--- src/rtl/gpx2_spi_burst_master.sv ---
// SPI burst master for TDC-GPX2 register/result access.
// Streams multi-word frames under one chip select, with a runtime SPI mode,
// an upstream write-word fetch, and per-word read strobes.
module gpx2_spi_burst_master #(
  parameter int DATA_W             = 8,
  parameter int LEN_W              = 4,
  parameter int CLK_DIV_NUM        = 4,
  parameter int SPICOM_INRV_CLKCNT = 5
) (
  input  logic              i_clk,
  input  logic              i_rst,
  output logic              o_spi_ssn,
  output logic              o_spi_dclk,
  output logic              o_spi_mosi,
  input  logic              i_spi_miso,
  input  logic [1:0]        i_spi_mode,
  input  logic              i_spicom_req,
  input  logic [LEN_W-1:0]  i_spicom_len,
  input  logic [DATA_W-1:0] i_spi_wdata,
  output logic              o_spi_wrreq,
  output logic              o_spicom_ready,
  output logic              o_spi_rdvalid,
  output logic [DATA_W-1:0] o_spi_rdbyte,
  output logic              o_spicom_done,
  output logic              o_spicom_err
);

  localparam int BIT_W   = (DATA_W > 1) ? $clog2(DATA_W) : 1;
  localparam int CNT_MAX = (CLK_DIV_NUM > SPICOM_INRV_CLKCNT) ? CLK_DIV_NUM : SPICOM_INRV_CLKCNT;
  localparam int CNT_W   = $clog2(CNT_MAX + 1);
  localparam logic [CNT_W-1:0] DIV_LAST = CNT_W'(CLK_DIV_NUM - 1);
  localparam logic [CNT_W-1:0] GAP_LAST = CNT_W'(SPICOM_INRV_CLKCNT - 1);
  localparam logic [BIT_W-1:0] BIT_LAST = BIT_W'(DATA_W - 1);

  typedef enum logic [2:0] {IDLE, CS_SETUP, SHIFT, CS_HOLD, GAP} state_t;

  state_t             state, state_n;
  logic [CNT_W-1:0]   cnt, cnt_n;
  logic               phase, phase_n;
  logic [BIT_W-1:0]   bit_cnt, bit_n;
  logic [LEN_W-1:0]   word_cnt, word_n;
  logic               accept, reject, lead_ev, trail_ev;

  logic [1:0]         mode_q;
  logic [LEN_W-1:0]   len_q;
  logic [DATA_W-1:0]  wbuf, tx_sh, rx_sh;
  logic               wr_pend, rx_done;

  logic               ssn_n, dclk_n, ready_n, done_n, err_n;
  logic               launch_ev, sample_ev, new_word, more_words, no_launch;
  logic [LEN_W:0]     word_w, len_w;

  // State register; reset lands in GAP so the inter-frame gap also follows reset
  always_ff @(posedge i_clk or posedge i_rst) begin
    if (i_rst) begin
      state    <= GAP;
      cnt      <= '0;
      phase    <= 1'b0;
      bit_cnt  <= '0;
      word_cnt <= '0;
    end else begin
      state    <= state_n;
      cnt      <= cnt_n;
      phase    <= phase_n;
      bit_cnt  <= bit_n;
      word_cnt <= word_n;
    end
  end

  // Next-state logic: each SCLK half-period starts with an edge except the final idle half
  always_comb begin
    state_n  = state;
    cnt_n    = cnt + CNT_W'(1);
    phase_n  = phase;
    bit_n    = bit_cnt;
    word_n   = word_cnt;
    accept   = 1'b0;
    reject   = 1'b0;
    lead_ev  = 1'b0;
    trail_ev = 1'b0;
    case (state)
      IDLE: begin
        cnt_n = '0;
        if (i_spicom_req) begin
          if (i_spicom_len == '0) begin
            reject = 1'b1;
          end else begin
            accept  = 1'b1;
            state_n = CS_SETUP;
          end
        end
      end
      CS_SETUP: begin
        if (cnt == DIV_LAST) begin
          state_n = SHIFT;
          cnt_n   = '0;
          phase_n = 1'b0;
          bit_n   = '0;
          word_n  = '0;
          lead_ev = 1'b1;
        end
      end
      SHIFT: begin
        if (cnt == DIV_LAST) begin
          cnt_n = '0;
          if (!phase) begin
            phase_n  = 1'b1;
            trail_ev = 1'b1;
          end else if (bit_cnt == BIT_LAST && word_cnt == len_q - LEN_W'(1)) begin
            state_n = CS_HOLD;
          end else begin
            phase_n = 1'b0;
            lead_ev = 1'b1;
            if (bit_cnt == BIT_LAST) begin
              bit_n  = '0;
              word_n = word_cnt + LEN_W'(1);
            end else begin
              bit_n = bit_cnt + BIT_W'(1);
            end
          end
        end
      end
      CS_HOLD: begin
        if (cnt == DIV_LAST) begin
          state_n = GAP;
          cnt_n   = '0;
        end
      end
      GAP: begin
        if (cnt == GAP_LAST) begin
          state_n = IDLE;
          cnt_n   = '0;
        end
      end
      default: begin
        state_n = GAP;
        cnt_n   = '0;
      end
    endcase
  end

  // Output logic: next values of the registered control pins derived from the transition
  always_comb begin
    ssn_n   = !(state_n == CS_SETUP || state_n == SHIFT || state_n == CS_HOLD);
    ready_n = (state_n == IDLE);
    done_n  = (state == CS_HOLD) && (state_n == GAP);
    err_n   = reject;
    dclk_n  = o_spi_dclk;
    if (state_n == IDLE || state_n == GAP || accept) begin
      dclk_n = i_spi_mode[1];
    end else if (lead_ev) begin
      dclk_n = ~mode_q[1];
    end else if (trail_ev) begin
      dclk_n = mode_q[1];
    end
  end

  // Control pin registers so no input reaches an output combinationally
  always_ff @(posedge i_clk or posedge i_rst) begin
    if (i_rst) begin
      o_spi_ssn      <= 1'b1;
      o_spi_dclk     <= 1'b0;
      o_spicom_ready <= 1'b0;
      o_spicom_done  <= 1'b0;
      o_spicom_err   <= 1'b0;
    end else begin
      o_spi_ssn      <= ssn_n;
      o_spi_dclk     <= dclk_n;
      o_spicom_ready <= ready_n;
      o_spicom_done  <= done_n;
      o_spicom_err   <= err_n;
    end
  end

  assign word_w = {1'b0, word_n};
  assign len_w  = {1'b0, len_q};

  // CPHA picks which SCLK edge launches and which samples; word 0 in CPHA=0 is launched at accept
  always_comb begin
    launch_ev = mode_q[0] ? lead_ev : trail_ev;
    sample_ev = mode_q[0] ? trail_ev : lead_ev;
    if (mode_q[0]) begin
      new_word   = (bit_n == '0);
      more_words = (word_w + (LEN_W+1)'(1)) < len_w;
      no_launch  = 1'b0;
    end else begin
      new_word   = (bit_n == BIT_LAST);
      more_words = (word_w + (LEN_W+1)'(2)) < len_w;
      no_launch  = new_word && (word_n == len_q - LEN_W'(1));
    end
  end

  // Shift datapath: write-word fetch, MOSI launch, MISO capture and read strobe
  always_ff @(posedge i_clk or posedge i_rst) begin
    if (i_rst) begin
      mode_q        <= '0;
      len_q         <= '0;
      wbuf          <= '0;
      tx_sh         <= '0;
      rx_sh         <= '0;
      wr_pend       <= 1'b0;
      rx_done       <= 1'b0;
      o_spi_mosi    <= 1'b0;
      o_spi_wrreq   <= 1'b0;
      o_spi_rdvalid <= 1'b0;
      o_spi_rdbyte  <= '0;
    end else begin
      o_spi_wrreq   <= 1'b0;
      o_spi_rdvalid <= 1'b0;
      rx_done       <= 1'b0;
      wr_pend       <= o_spi_wrreq;
      if (wr_pend) begin
        wbuf <= i_spi_wdata;
      end
      if (accept) begin
        mode_q <= i_spi_mode;
        len_q  <= i_spicom_len;
        if (i_spi_mode[0]) begin
          wbuf <= i_spi_wdata;
        end else begin
          o_spi_mosi  <= i_spi_wdata[DATA_W-1];
          tx_sh       <= i_spi_wdata << 1;
          o_spi_wrreq <= (i_spicom_len > LEN_W'(1));
        end
      end
      if (launch_ev && !no_launch) begin
        if (new_word) begin
          o_spi_mosi  <= wbuf[DATA_W-1];
          tx_sh       <= wbuf << 1;
          o_spi_wrreq <= more_words;
        end else begin
          o_spi_mosi <= tx_sh[DATA_W-1];
          tx_sh      <= tx_sh << 1;
        end
      end
      if (sample_ev) begin
        rx_sh   <= {rx_sh[DATA_W-2:0], i_spi_miso};
        rx_done <= (bit_n == BIT_LAST);
      end
      if (rx_done) begin
        o_spi_rdbyte  <= rx_sh;
        o_spi_rdvalid <= 1'b1;
      end
    end
  end

endmodule

--- config.mk ---
export PLATFORM = sky130hd
export DESIGN_NAME = gpx2_spi_burst_master
export DESIGN_NICKNAME = d
export VERILOG_FILES = /design/src/rtl/gpx2_spi_burst_master.sv
export SDC_FILE = /design/constraint.sdc
export NUM_CORES = 1
export LEC_CHECK = 0
export ABC_AREA = 1
export BUFFER_PORTS_ARGS = -buffer_cell sky130_fd_sc_hd__buf_2
export CORE_MARGIN = 5
export CORE_UTILIZATION = 45
export CTS_CLUSTER_SIZE = 28
export DETAILED_ROUTE_END_ITERATION = 7
export GPL_TIMING_DRIVEN = 0
export HOLD_SLACK_MARGIN = 0.1
export SETUP_SLACK_MARGIN = 0.3
export SLEW_MARGIN = 20
export SYNTH_ARGS = -nofsm -noshare
export SYNTH_HDL_FRONTEND = slang
export SYNTH_SLANG_ARGS = --single-unit
--- constraint.sdc ---
create_clock -name i_clk -period 5.49 [get_ports i_clk]
set_clock_uncertainty 0.1 [all_clocks]
set_input_delay 0.8235 -clock i_clk [delete_from_list [all_inputs] [get_ports i_clk]]
set_output_delay 0.8235 -clock i_clk [all_outputs]
set_load 0.02 [all_outputs]
==> results.py, run 1 <==
metrics = {
    "run_status": {
        "status": "completed",
    },
    "critical_path": {
        "path_class": "reg -> reg",
        "cp.arrival_ns": 3.81,
        "critPathCaptureType": "flip-flop",
        "start_kind": "flip-flop",
        "worst_r2r_path_depth": 24,
        "path_max_fanout": 5,
        "cp.required_ns": 5.66,
    },
    "finish": {
        "nets": 491,
        "syn_to_final_growth_pct": 15.0,
        "diodes": 0,
        "drive_gt1_frac": 0.184,
        "fillers": 715,
        "utilization": 0.533,
    },
    "sta": {
        "post-route-period-util": 0.663,
        "fin_setup_tns_ns": 0,
        "setup_viol": 0,
        "finalHoldWorstSlack_ns": 0.284,
        "finalMaxSlewViolations": 0,
        "fmax_mhz": 275,
        "fin_ws_ns": 1.85,
        "post-route-min-period_ns": 3.64,
        "max_slew.worst_pin.slew_ns": 1.05,
        "maxSlewHeadroom": 0.297,
        "grt_setup_unrepaired": "no",
        "hold_violations": 0,
    },
    "synthesis": {
        "yosys.area_share.simple": 0.306,
        "netlist.area_leader.share": 0.439,
        "synth-seq-cells": 61,
        "synth_xor_area_frac": 0.00782,
        "syn-cell-area_um2": 3360,
        "yosysTopAreaCell": "dfrtp_1",
        "synth_cells": 411,
        "synth_common_cells": "nand2_1 (102), dfrtp_1 (59), nand3_1 (50)",
        "yosysMostFrequentCell": "nand2_1",
        "synth_fa_ha_area_frac": 0.0633,
        "avgSynthCellArea_um2": 8.18,
        "synth_top_family_by_area": "simple AND/OR/NAND/NOR gates",
        "synth.area.top_cells": "dfrtp_1 (44%), nand2_1 (11%), nand3_1 (7.4%)",
        "synth_cell_type_count": 35,
        "synth_compound_area_frac": 0.0748,
        "async_flop_share": 1.00,
        "synth_mux_area_frac": 0.0268,
        "synth-main-ff-cell": "dfrtp_1",
        "synth_edf_count": 0,
        "synth_warnings": 0,
        "syn-num-nets": 446,
        "ys_seq_area_frac": 0.455,
    },
    "route": {
        "vias": 2774,
        "remaining_drc_errors": 0,
        "first_pass_iters": 4,
        "ant_nets": 0,
        "drt_first_iter_violations": 111,
        "avgRoutedWirePerCell_um": 12.6,
        "viasPerCell": 4.95,
        "wl_um": 7070,
    },
    "pwr": {
        "internal_power_mw": 0.676,
        "cellPowerDensity_nw_per_um2": 227,
        "fin_total_pwr_mw": 0.879,
        "leakagePower_nw": 2.03,
        "p_sw_frac": 0.231,
        "clockPowerShare": 0.446,
        "ir_worst_vdd_v": 0.000141,
        "p_seq_frac": 0.522,
        "power_frac_comb": 0.032,
        "switchingPower_mw": 0.203,
    },
    "grt": {
        "gr-total-overflow": 0,
        "antenna_found_initial": 0,
        "grt.total_usage": 0.167,
        "grt_pass1_wl_um": 12000,
        "grt_pass1_vias": 2651,
        "grt_max_degree": 37,
    },
    "cts": {
        "ctsLongestPathBuffers": 2,
        "numCtsBuffers": 9,
        "cts_resized": 0,
        "postCtsSetupRepairBufs": 0,
        "clock_latency_ns": 0.34,
        "cts_tree": "yes",
        "cts-root-buf": "clkbuf_8",
        "cts.reportedPaths.clkPinSlew_ns": 0.07,
        "cts_max_level": 3,
        "cts.sinks": 61,
        "hold_buffers": 0,
    },
    "floorplanning": {
        "initial_core_util": 0.463,
        "fp.dieH_um": 96.4,
        "rows": 31,
        "pin_count": 34,
        "coreArea_um2": 7250,
        "die_area_um2": 9300,
        "die_w_um": 96.4,
    },
    "placed_design": {
        "post-place-ws_ns": 1.88,
        "hpwl_um": 5220,
        "port_buffers": 33,
        "routabilityCongestion": 0.810,
    },
    "worst_hold_path": {
        "hold_depth": 0,
        "min_path_type": "reg -> reg",
    },
    "job": {
        "cap_violations": 0,
    },
}
[cell type report]
cell class	count	area, um2	area share
sequential	61	1530	0.396
buffer	4	15.0	0.00389
timing repair buffer	34	185	0.0479
clock inverter	6	63.8	0.0165
tap	99	124	0.0321
clock buffer	10	128	0.0330
multi-input combinational	291	1610	0.417
inverter	55	209	0.0541
[per-layer routing]
| metal | track usage | wire [um] | vias to the layer above |
|---|---|---|---|
| met5 | 0 | 0 | - |
| met4 | 0.0572 | 95 | 0 |
| met3 | 0.0434 | 228 | 7 |
| met2 | 0.263 | 3220 | 46 |
| met1 | 0.224 | 3530 | 1287 |
| li1 | - | - | 1434 |
[critical path, cell delays in order (launching register included)]
cell,delay [ns]
dfrtp_1,0.46
inv_2,0.10
ha_1,0.34
inv_1,0.08
nand2_1,0.05
nand2_1,0.06
nand3_1,0.11
nor2_4,0.16
nand2_1,0.13
nand2_1,0.10
o21ai_0,0.08
nand2_1,0.17
inv_1,0.09
ha_1,0.21
xnor2_1,0.15
inv_1,0.06
ha_1,0.28
nand2_1,0.06
nor2_1,0.03
a211o_1,0.23
a211oi_1,0.19
o21ai_0,0.10
nand2_1,0.08
inv_1,0.04
o21ai_1,0.12
[power groups by stage]
stage | combinational, mW | sequential (mW) | clock, mW
6_report | 0.0280 | 0.459 | 0.392
5_1_grt | 0.0328 | 0.460 | 0.425
4_1_cts | 0.0292 | 0.459 | 0.401
3_5_place_dp | 0.0291 | 0.468 | 0
3_3_place_gp | 0.0264 | 0.468 | 0
2_1_floorplan | 0.0147 | 0.467 | 0
[state kept, by name, summed over array words and instances, names as in the netlist]
name,flops
bit_cnt,3
cnt,3
len_q,4
mode_q,2
o_spi_dclk,1
o_spi_mosi,1
o_spi_rdbyte,8
o_spi_rdvalid,1
o_spi_ssn,1
o_spi_wrreq,1
o_spicom_done,1
o_spicom_err,1
o_spicom_ready,1
phase,1
rx_done,1
rx_sh,8
state,3
tx_sh,7
wbuf,8
word_cnt,4
wr_pend,1
[logic make-up after synthesis]
group	Yosys count
flops	61
xor+xnor	3
simple gates	217
compound gates	46
fa+ha+maj	17
buf+inv	59
mux	8
[worst paths after layout]
kind	endpoint	start	slack, ns
max	o_spi_wrreq	len_q[0]	1.85
min	wr_pend	o_spi_wrreq	0.28
max reg2reg	o_spi_wrreq	len_q[0]	1.85
min reg2reg	wr_pend	o_spi_wrreq	0.28
max in group asynchronous	state[2]	i_rst	4.37
min in group asynchronous	wbuf[2]	i_rst	0.35
[cells in the final DEF (no fill, tap or decap), types with 2 or more instances in the layout]
cell	n
nor2_4	3
ha_1	17
mux2_2	8
inv_2	5
nand2_1	102
clkinv_2	2
o21ai_1	3
o21ai_0	18
a21oi_1	17
nand4_1	5
nand3_4	2
nand2_2	7
dfrtp_1	59
nand3_1	50
o31ai_1	2
clkbuf_8	9
xor2_1	2
dfstp_2	2
nor2_2	2
nor4_1	2
nor2_1	31
nand2_4	2
nor3_1	5
clkinvlp_4	2
inv_1	48
clkbuf_1	5
nand3_2	3
buf_2	33
[stage by stage]
stage          instance area [um2]  instances
2_1_floorplan                 3360        411
3_3_place_gp                  3650        543
3_5_place_dp                  3670        544
4_1_cts                       3860        560
5_1_grt                       3860        560
6_report                      3860        560
Note: power is estimated with default switching activity, not from simulation.
==> run 2: changes to the inputs <==
Settings changed: ABC_AREA 1 to 0, PLACE_DENSITY set to 0.66.
Clock period 5.49 ns to 3 ns, I/O delays scaled along.
==> run 2 against run 1 <==
The run now ends with negative setup slack left; sequential share of layout area fell by 2.1 points; utilization rose by 3.9 points; wire length shrank 6.0%; hold slack worse by 0.065 ns; die area fell by 2.7%; synthesized cell count fell by 29%; via count fell by 15%; total power grew to 4.1 times the previous value; largest cell class unchanged; clock power rose by 100%; sequential power grew to 2.8 times the previous value.
==> results.py, run 2 <==
metrics = {
    "route": {
        "drt_first_iter_violations": 146,
        "wl_um": 6650,
        "remaining_drc_errors": 0,
        "viasPerCell": 5.12,
        "vias": 2353,
        "avgRoutedWirePerCell_um": 14.5,
        "ant_nets": 0,
        "first_pass_iters": 7,
    },
    "synthesis": {
        "synth_common_cells": "dfrtp_1 (59), nand2_1 (27), mux2_2 (25), mux2i_1 (25), inv_1 (21)",
        "yosysTopAreaCell": "dfrtp_1",
        "netlist.area_leader.share": 0.453,
        "syn-cell-area_um2": 3260,
        "synth.area.top_cells": "dfrtp_1 (45%), mux2_2 (8.6%), mux2i_1 (7.7%)",
        "syn-num-nets": 328,
        "synth_cell_type_count": 53,
        "synth_warnings": 0,
        "avgSynthCellArea_um2": 11.1,
        "async_flop_share": 1.00,
        "yosysMostFrequentCell": "dfrtp_1",
        "ys_seq_area_frac": 0.469,
        "synth_edf_count": 0,
        "synth-seq-cells": 61,
        "synth_cells": 293,
        "synth-main-ff-cell": "dfrtp_1",
    },
    "run_status": {
        "violations": "negative setup slack",
        "status": "finished with violations",
    },
    "floorplanning": {
        "fp.dieH_um": 95.1,
        "pin_count": 34,
        "coreArea_um2": 7140,
        "die_area_um2": 9040,
        "die_w_um": 95.1,
        "rows": 31,
        "initial_core_util": 0.457,
    },
    "finish": {
        "diodes": 0,
        "final_cell_mix": "dfrtp_1 (58), buf_2 (35), nand2_1 (25)",
        "largest_registers": "o_spi_rdbyte x8, rx_sh x8, wbuf x8",
        "drive_gt1_frac": 0.363,
        "syn_to_final_growth_pct": 25.2,
        "fin_area_um2": 4080,
        "utilization": 0.572,
        "fin_cells": 460,
        "nets": 391,
        "final_common_cell": "dfrtp_1",
    },
    "critical_path": {
        "path_class": "reg -> reg",
        "r2r_start": "len_q[0]",
        "worst_r2r_path_depth": 16,
        "cp.arrival_ns": 3.75,
        "cp.required_ns": 3.17,
        "timing.rr.end": "tx_sh[3]",
        "r2r_setup_slack_ns": -0.58,
        "critPathCaptureType": "flip-flop",
        "path_max_fanout": 5,
        "start_kind": "flip-flop",
    },
    "placed_design": {
        "routabilityCongestion": 0.905,
        "placed_cells": 426,
        "hpwl_um": 4630,
        "port_buffers": 33,
        "post-place-ws_ns": -1.01,
        "placed_area_um2": 3620,
    },
    "job": {
        "cap_violations": 0,
    },
    "cts": {
        "cts-root-buf": "clkbuf_8",
        "ctsLongestPathBuffers": 2,
        "numCtsBuffers": 9,
        "cts_max_level": 3,
        "cts.reportedPaths.clkPinSlew_ns": 0.08,
        "cts_tree": "yes",
        "clock_latency_ns": 0.34,
        "cts.sinks": 61,
    },
    "grt": {
        "grt_pass1_vias": 2342,
        "grt.total_usage": 0.156,
        "grt_pass1_wl_um": 10800,
        "gr-total-overflow": 0,
        "grt_max_degree": 43,
        "antenna_found_initial": 0,
    },
    "sta": {
        "finalMaxSlewViolations": 0,
        "max_slew.worst_pin.slew_ns": 1.00,
        "fin_ws_ns": -0.582,
        "hold_violations": 0,
        "fmax_mhz": 279,
        "maxSlewHeadroom": 0.330,
        "grt_setup_unrepaired": "yes",
        "post-route-min-period_ns": 3.58,
        "setup_viol": 9,
        "post-route-period-util": 1.19,
    },
    "worst_hold_path": {
        "hold_start": "i_spicom_len[0]",
        "min_path_type": "in -> reg",
        "hold-path-endpoint": "o_spicom_err",
        "hold_depth": 2,
    },
    "pwr": {
        "internal_power_mw": 2.33,
        "ir_worst_vdd_v": 0.000518,
        "p_sw_frac": 0.353,
        "power_frac_comb": 0.427,
        "p_seq_frac": 0.352,
        "leakagePower_nw": 2.02,
        "cellPowerDensity_nw_per_um2": 883,
        "clockPowerShare": 0.221,
        "fin_total_pwr_mw": 3.60,
        "switchingPower_mw": 1.27,
    },
}
## run 2: changes by cell type after synthesis, moves of 8 or more
cell and change:
mux2_2 +17, a21oi_1 -12, nand3_1 -43, nand2_1 -75
mux2i_1 +25, inv_1 -28, o21ai_0 -8, nor2_1 -19
## run 2: power groups by stage
stage | clock [mW] | combinational (mW) | sequential [mW]
floorplan | 0 | 1.03 | 1.28
global placement | 0 | 1.29 | 1.28
detailed placement | 0 | 1.34 | 1.28
CTS | 0.817 | 1.47 | 1.26
global route | 0.853 | 1.71 | 1.30
finish | 0.795 | 1.54 | 1.27
## run 2: per-layer routing
layer | vias up | wire, um | global-route usage
met4 | 0 | 127 | 0.0637
met1 | 1126 | 3030 | 0.202
li1 | 1159 | - | -
met3 | 12 | 312 | 0.0481
met2 | 56 | 3180 | 0.241
met5 | - | 0 | 0
## run 2: how the worst max path moves through the flow
stage | from | end | cells past startpoint
floorplan | len_q[0] | o_spi_wrreq | 15
global placement | cnt[0] | o_spi_wrreq | 14
detailed placement | cnt[0] | o_spi_wrreq | 14
CTS | len_q[0] | tx_sh[4] | 16
global route | len_q[1] | tx_sh[3] | 16
finish | len_q[0] | tx_sh[3] | 16
## run 2: metrics by stage
stage | setup TNS [ns] | hold WS [ns]
floorplan | -3.48 | 0.252
global placement | -8.10 | 0.282
detailed placement | -7.21 | 0.282
CTS | -4.68 | 0.204
global route | -6.26 | 0.213
finish | -5.01 | 0.218
## run 2: final cells by class
| class | instances | area, um2 |
|---|---|---|
| plain buffers | 8 | 47.5 |
| clock buffers | 10 | 128 |
| clock inverters | 6 | 86.3 |
| fillers | 652 | 3060 |
| inverters | 21 | 81.3 |
| multi-input cells | 203 | 1750 |
| flip-flops and latches | 61 | 1530 |
| well taps | 99 | 124 |
| repair buffers | 52 | 330 |
## run 2: kinds of logic (layout without fill, tap and decap cells)
family / after synthesis / count (layout) / synth area share
flops: 61 / 61 / 0.469
buf+inv: 29 / 97 / 0.0388
simple gates: 80 / 80 / 0.128
compound gates: 41 / 41 / 0.0914
fa+ha+maj: 17 / 17 / 0.0653
xor+xnor: 15 / 15 / 0.0445
mux: 50 / 50 / 0.163
## run 2: what timing repair did
action	CTS	global route
pin swaps	13	7
hold endpoints to repair	19	0
endpoints found under the setup margin	27	27
buffers inserted	13	3
hold buffers	1	0
gates cloned	1	0
gates resized for setup	19	7
## run 2: critical path, stage by stage (launching register included)
cell     delay (ns)
dfrtp_2        0.43
inv_2          0.09
ha_4           0.21
xor2_2         0.15
and3_1         0.20
buf_6          0.13
a21o_1         0.20
nand3_2        0.10
nand2_2        0.08
ha_4           0.28
inv_2          0.03
or2_4          0.22
mux2_4         0.26
or4_4          0.42
a22oi_2        0.24
buf_6          0.18
mux2i_1        0.20
==> run 3: changes to the inputs <==
Settings changed: PLACE_DENSITY 0.66 to 0.72.
==> run 3 against run 2 <==
The run still ends with negative setup slack left; design area is essentially flat; clock-buffer cell count shrank 1; maximum frequency shrank 0.68%; sequential cell count is the same; critical endpoint is now tx_sh[7]; global-route usage grew 0.14 points; wire length shrank 2.3%; critical path type unchanged; register-to-register slack lost 0.02 ns.
==> results.py, run 3 (synthesis gave the netlist of run 2 again) <==
metrics = {
    "sta": {
        "fmax_mhz": 277,
        "hold_violations": 0,
        "finalHoldWorstSlack_ns": 0.216,
        "post-route-min-period_ns": 3.61,
        "finalMaxSlewViolations": 0,
        "grt_setup_unrepaired": "yes",
        "post-route-period-util": 1.20,
        "maxSlewHeadroom": 0.363,
        "fin_ws_ns": -0.606,
        "setup_viol": 10,
        "fin_setup_tns_ns": -5.25,
        "max_slew.worst_pin.slew_ns": 0.952,
    },
    "critical_path": {
        "slowest_stage": "or4_4",
        "cp.required_ns": 3.15,
        "crit_buf_inv": 3,
        "crit_chain": "ha_2, ha_4, and3b_2, nand4b_1, buf_4, a21oi_4, nand2b_1, nand2_2, ha_4, inv_2, or2_4, mux2_4, or4_4, a22oi_2, buf_6, mux2i_1",
        "start_kind": "flip-flop",
        "crit_top_cell": "ha_4",
        "path_class": "reg -> reg",
        "critPathCaptureType": "flip-flop",
        "path_max_fanout": 5,
        "cp.arrival_ns": 3.76,
        "critPathTopFamily": "simple AND/OR/NAND/NOR gates",
        "max_stage_delay_ns": 0.41,
    },
    "grt": {
        "antenna_found_initial": 0,
        "grt_pass1_wl_um": 11200,
        "grt_pass1_vias": 2480,
        "grt.total_usage": 0.157,
        "grt_max_degree": 41,
        "gr-total-overflow": 0,
    },
    "finish": {
        "nets": 392,
        "diodes": 0,
        "drive_gt1_frac": 0.373,
        "final_cell_mix": "dfrtp_1 (58), buf_2 (35), nand2_1 (25)",
        "utilization": 0.572,
        "fin_cells": 461,
        "largest_registers": "o_spi_rdbyte x8, rx_sh x8, wbuf x8",
        "syn_to_final_growth_pct": 25.3,
        "final_common_cell": "dfrtp_1",
    },
    "pwr": {
        "leakagePower_nw": 2.02,
        "ir_worst_vdd_v": 0.000485,
        "fin_total_pwr_mw": 3.53,
        "cellPowerDensity_nw_per_um2": 864,
    },
    "cts": {
        "numCtsBuffers": 9,
        "cts.reportedPaths.clkPinSlew_ns": 0.07,
        "clock_latency_ns": 0.33,
        "cts-root-buf": "clkbuf_8",
        "ctsLongestPathBuffers": 2,
        "cts_max_level": 3,
        "cts_tree": "yes",
        "cts.sinks": 61,
    },
    "run_status": {
        "status": "finished with violations",
        "violations": "negative setup slack",
    },
    "floorplanning": {
        "die_w_um": 95.1,
        "coreArea_um2": 7140,
        "die_area_um2": 9040,
        "rows": 31,
        "initial_core_util": 0.457,
        "fp.dieH_um": 95.1,
        "pin_count": 34,
    },
    "route": {
        "first_pass_iters": 4,
        "ant_nets": 0,
        "wl_um": 6500,
        "viasPerCell": 5.20,
        "drt_first_iter_violations": 62,
        "vias": 2399,
        "remaining_drc_errors": 0,
        "avgRoutedWirePerCell_um": 14.1,
    },
    "placed_design": {
        "hpwl_um": 4560,
        "routabilityCongestion": 0.924,
        "port_buffers": 33,
        "placed_cells": 426,
    },
    "worst_hold_path": {
        "min_path_type": "in -> reg",
    },
    "job": {
        "cap_violations": 0,
    },
}
[run 3: worst register-to-register path, cell delays in order (launching register included)]
cell	delay (ns)
dfrtp_1	0.39
ha_2	0.21
ha_4	0.17
and3b_2	0.21
nand4b_1	0.18
buf_4	0.18
a21oi_4	0.04
nand2b_1	0.15
nand2_2	0.09
ha_4	0.27
inv_2	0.03
or2_4	0.22
mux2_4	0.28
or4_4	0.41
a22oi_2	0.22
buf_6	0.18
mux2i_1	0.19
[run 3: final timing paths]
kind | startpoint | end | slack (ns) | depth (start not counted)
worst max-delay path | cnt[1] | tx_sh[7] | -0.61 | 16
worst min-delay path | i_spicom_len[0] | o_spicom_err | 0.22 | 2
worst max register to register | cnt[1] | tx_sh[7] | -0.61 | 16
worst min register to register | rx_done | o_spi_rdvalid | 0.29 | 0
max in group asynchronous | i_rst | len_q[0] | 1.78 | 4
min in group asynchronous | i_rst | o_spi_rdbyte[2] | 0.51 | 3
[run 3: through the flow]
step / area (um2) / setup WS, ns
after floorplan: 3300 / -0.402
final: 4080 / -0.606
after global placement: 3590 / -0.877
after CTS: 4010 / -0.565
after global routing: 4080 / -0.751
after detailed placement: 3620 / -0.922
[run 3: final cells by class]
class,instances,area [um2]
Buffer,8,47.5
Clock buffer,9,124
Clock inverter,7,98.8
Fill cell,625,3050
Inverter,21,81.3
Multi-Input combinational cell,203,1740
Sequential cell,61,1530
Tap cell,99,124
Timing Repair Buffer,53,334
[run 3: routing by layer]
metal | part of all wire | track usage | wire, um | vias to the layer above
met5 | 0 | 0 | 0 | -
met4 | 0.021 | 0.0613 | 138 | 0
met3 | 0.050 | 0.0434 | 323 | 18
met2 | 0.47 | 0.242 | 3050 | 57
met1 | 0.46 | 0.209 | 2990 | 1162
li1 | - | - | - | 1162
[run 3: where the power goes]
part	internal [mW]	leakage, nW	switching (mW)
Sequential	1.10	0.770	0.159
Clock	0.472	0.110	0.340
Combinational	0.712	1.14	0.747
[run 3: what timing repair did]
action | CTS | global route
pin swaps | 8 | 3
setup endpoints to repair | 26 | 27
resized for setup | 13 | 11
gates cloned | 1 | 0
hold endpoints to repair | 19 | 0
hold buffers | 1 | 0
setup buffers | 14 | 3
